==> config.mk <==
export PLATFORM = sky130hd
export DESIGN_NAME = baud_rate_generator
export DESIGN_NICKNAME = d
export VERILOG_FILES = /design/src/rtl/uart_pkg.sv /design/src/rtl/baud_rate_generator.sv
export SDC_FILE = /design/constraint.sdc
export NUM_CORES = 1
export LEC_CHECK = 0
export CORE_MARGIN = 4
export CORE_UTILIZATION = 39
export CTS_BUF_LIST = sky130_fd_sc_hd__clkbuf_8
export DETAILED_ROUTE_END_ITERATION = 12
export SYNTH_ARGS = -nofsm -noshare
export SYNTH_HDL_FRONTEND = slang
export SYNTH_SLANG_ARGS = --single-unit
==> constraint.sdc <==
create_clock -name clock -period 1.4 [get_ports clock]
set_clock_uncertainty 0.05 [all_clocks]
set_input_delay 0.21 -clock clock [delete_from_list [all_inputs] [get_ports clock]]
set_output_delay 0.21 -clock clock [all_outputs]
set_load 0.1 [all_outputs]
==> src/rtl/uart_pkg.sv <==
// Settings shared by the UART RX and TX datapaths. Both baud generators take
// their defaults and divisor arithmetic from here, so the two sides agree.
package uart_pkg;

    localparam int DEFAULT_CLK_HZ      = 25000000;
    localparam int DEFAULT_BAUD_RATE   = 9600;
    localparam int DEFAULT_SAMPLE_RATE = 16;

    // Clock cycles per oversampling tick, rounded down.
    function automatic int calc_divisor(input int clk_hz, input int baud_rate, input int sample_rate);
        return clk_hz / (baud_rate * sample_rate);
    endfunction

    // Two extra bits above what DIVISOR needs, so the compare value always fits.
    function automatic int count_width(input int divisor);
        return $clog2(divisor) + 2;
    endfunction

    // Offset loaded on an RX restart so that sampling lands mid-interval.
    function automatic int half_offset(input int divisor);
        return divisor / 2;
    endfunction

endpackage

==> src/rtl/baud_rate_generator.sv <==
// Free-running oversampling tick generator. A receive restart loads a
// half-period offset and a transmit restart begins a full period.
module baud_rate_generator
    import uart_pkg::*;
#(
    parameter int CLK_HZ      = DEFAULT_CLK_HZ,
    parameter int BAUD_RATE   = DEFAULT_BAUD_RATE,
    parameter int SAMPLE_RATE = DEFAULT_SAMPLE_RATE
) (
    input  logic clock,
    input  logic reset,
    input  logic start_rx,
    input  logic start_tx,
    output logic tick
);

    localparam int DIVISOR = calc_divisor(CLK_HZ, BAUD_RATE, SAMPLE_RATE);
    localparam int COUNT_W = count_width(DIVISOR);

    localparam logic [COUNT_W-1:0] DIV_VAL  = COUNT_W'(DIVISOR);
    localparam logic [COUNT_W-1:0] HALF_VAL = COUNT_W'(half_offset(DIVISOR));

    generate
        if (DIVISOR < 2) begin : g_divisor_check
            $error("baud_rate_generator: DIVISOR must be at least 2");
        end
    endgenerate

    logic [COUNT_W-1:0] count;

    assign tick = (count == DIV_VAL);

    // A tick always clears the counter, so a start request that arrives on a tick is dropped.
    always_ff @(posedge clock or negedge reset) begin
        if (!reset) begin
            count <= '0;
        end else if (tick) begin
            count <= '0;
        end else if (start_rx) begin
            count <= HALF_VAL;
        end else if (start_tx) begin
            count <= '0;
        end else begin
            count <= count + COUNT_W'(1);
        end
    end

endmodule

# == Word level (Yosys, flattened, before mapping) ==
# Cells that the tools add are included.
# word_totals
in_bits,4
n_memories,0
output_inout_bits,1
elab_cells,6
ram_bits,0
romBits,0
regBits,10
latch_bits,0
# op_classes
n_bitwise,0
eq_ne,1
n_shift,0
div_mod_pow,0
add_sub_neg,1
reduce_logical,0
muxes,3
mul,0
n_lt_le_gt_ge,0
# op_table
cell,count
$mux 10,3
$add 10x1->10 const B,1
$eq 10x8->1 const B,1

# == Depth between registers and ports, before layout ==
# depth
ltp_word,4
depth_mapped,5
ltp_nobuf,5

# == Least setup slack after synthesis ==
# OpenSTA, ideal clock, no wires.
# synth_timing
path_type,register to output
start,register count[2]
end,output port tick
arrival_ns,1.810
path_slack_ns,-0.670
n_path_buf,0
required_time_ns,1.140
stages_incl_launch_ff,4
path_cell_list,dfrtp_1 -> or3b_1 -> or3_4 -> inv_1
# synth_via
elab_chain_cells,1
# synth_rtl
element,line,text
from (decl),baud_rate_generator.sv:29,logic [COUNT_W-1:0] count;
from (signal assigned),baud_rate_generator.sv:44,count <= count + COUNT_W'(1);
$eq 10x8->1,baud_rate_generator.sv:31,assign tick = (count == DIV_VAL);
to (decl),baud_rate_generator.sv:14,output logic tick
# Every way passes these cells.

# == Final worst setup path ==
# layout_timing
start,register count[4]
end,output port tick
# Same word-level chain as after synthesis.

==> reports/qor.csv <==
metric;value;unit
ys async rst share;100;%
layout cell share with drive strength beyond 1;41.2;%
port buffer count;4;
wl on met1;598;um
placed wire-length estimate;1.02;mm
Int Power;0.593;mW
max_cap viols;0;
sw frac;21.9;%
Vias/cell;5.65;
Reg-to-Reg Start;count[4];
DRC Markers;0;
# hold bufs at CTS;0;
Die ar.;2160;um^2
Synth top area share;43.4;%
Starting Density;42.7;%
kind of critical path;register to primary output;
fin crit period;1880;ps
routed length on met2;737;um
slew margin rel.;67.6;%
CTS Buffer Depth;2;
highest routed layer;met4;
register bit total from synthesis;10;
cell area power density;873;nW/um^2
Die H;46.5;um
EDFF count, synth;0;
failing checks;negative setup slack;
fmax;532;MHz
RR Endpoint;count[4];
largest reg by FF count;count;
CTS Buf Count;3;
number of antenna violations at the first check in global routing;0;
largest net degree at the start of global routing;11;
Iter 0 DRT Violations;11;
antenna viol nets, final;0;
Reg power frac;39.9;%
Pre-antenna DRT Iters;4;
logic gate share of total power;11.8;%
cells on worst reg2reg path;4;
Yosys top cell by area;dfrtp_1;
final setup fails;10;
Post-Layout Cell Count;100;
post-synthesis sequential area ratio;43.4;%
crit path max fanout;2;
Placed Cells;94;
overall power;0.759;mW
DP Area;796;um^2
clock share of power;48.3;%
Req. time, crit path;1140;ps
fin. max-slew vios;0;
GRT Total Usage;17.1;%
top cells by count, synth;10 x dfrtp_1, 6 x nand3_1, 4 x nor2_1;
startpoint types;register;
syn nets;62;
wire length on met3;71;um
Core Rows;13;
peak supply drop;0.000656;V
status;finished with violations;
H-tree lvl count;1;
Placer Congestion;0.767;
Avg Cell Area, Syn;10.3;um^2
largest cells by area after synthesis;dfrtp_1 43%, nand3_1 5.2%, ha_1 4.3%;
Worst Hold Class;input pin to asynchronous set/reset pin;
Synth Flop Type;dfrtp_1;
Lkg Pwr;0.370;nW
WP data arrival;1620;ps
vias in the first global route;594;
final hold violation count;0;
Core ar.;1350;um^2
GRT Residual Overflow;0;
fin area;870;um^2
WL per Instance;14.4;um
Detailed Route WL;1.44;mm
unrepaired setup endpoints after global routing;yes;
reg2reg setup slack;-150;ps
max reg flops;10;
first-pass GRT wire length;2.48;mm
Slew @ Worst Pin;484;ps
I/O pin total;5;
Synth Instances;56;
Clock Tree Root;clkbuf_8;
clock latency on the worst-skew pair;240;ps
Reg clk slew, reported paths;50;ps
CTS tree;done;
biggest regs;count (10);
routed via count;565;
Clock Sinks;10;
Psw;0.166;mW
nets@finish;92;
crit end category;primary output;
Tcrit/Tclk final;134;%
# diodes;0;
most common cell in the netlist;dfrtp_1;
Mapped Area;577;um^2
Setup WS post-layout;-479;ps
Netlist cell types;26;
Die Wd;46.5;um
Yosys Warn Count;0;
synth-to-layout area growth;50.8;%
## layout by cell type (no fill, tap or decap), types with 2 or more instances in the layout
master	n
clkbuf_8	4
nor3_1	3
nor2_1	4
or3_1	3
a21oi_1	3
o21a_1	2
o21ai_0	3
clkdlybuf4s50_1	3
nand3_1	6
inv_1	2
ha_1	2
dfrtp_1	9
buf_4	20
nand2_1	2
## cell type report
| type | instances | area, um^2 |
|---|---|---|
| multi-input combinational | 43 | 318 |
| clock buffer | 4 | 55.1 |
| tap | 15 | 18.8 |
| sequential | 10 | 251 |
| timing repair buffer | 25 | 211 |
| inverter | 3 | 15.0 |
| fill | 116 | 480 |
## critical path, stage by stage (launching register included)
cell and delay [ps]:
dfrtp_1 370, or3b_4 410, or3_4 350, clkinvlp_4 90, buf_12 160
## per-stage QoR
step,setup WS [ps],hold WS (ps),util (%),TNS [ps]
2_1_floorplan,-407,-136,-,-655
3_3_place_gp,-290,475,58.9,-1270
3_5_place_dp,-280,474,58.9,-1150
4_1_cts,-482,261,64.4,-1440
5_1_grt,-522,267,64.4,-1960
6_report,-479,250,64.4,-1490
## power groups by stage
| stage | combinational, mW | clock (mW) | sequential (mW) |
|---|---|---|---|
| 6_report | 0.0894 | 0.367 | 0.303 |
| 5_1_grt | 0.0982 | 0.394 | 0.304 |
| 4_1_cts | 0.0897 | 0.376 | 0.303 |
| 3_5_place_dp | 0.0871 | 0 | 0.308 |
| 3_3_place_gp | 0.0856 | 0 | 0.307 |
| 2_1_floorplan | 0.0270 | 0 | 0.315 |
## cell families (layout without fill, tap and decap cells)
kind of cell,after synthesis,count (layout),share of synthesized area (%)
compound gates,13,13,17.6
xor+xnor,2,2,3.04
fa+ha+maj,2,2,4.34
buf+inv,3,32,1.95
flops,10,10,43.4
simple gates,26,26,29.7
## worst max-delay path by stage
stage | from | to | slack (ps) | cells after the start
after global placement | count[0] | tick | -290 | 6
after global routing | count[0] | tick | -520 | 6
after floorplan | count[0] | tick | -410 | 5
final | count[4] | tick | -480 | 4
after CTS | count[4] | tick | -480 | 4
after detailed placement | count[0] | tick | -280 | 6
## what timing repair did
item / in CTS / in global routing
buffers inserted: 2 / 0
setup endpoints to repair: 10 / 10
gates resized for setup: 1 / 0
gates cloned: 0 / 0
## metal layers
metal,track usage (%),up-vias
li1,-,267
met1,19.3,276
met2,28.3,18
met3,5.08,4
met4,9.66,0
met5,0,-
Power figures use the tool's default switching activity.
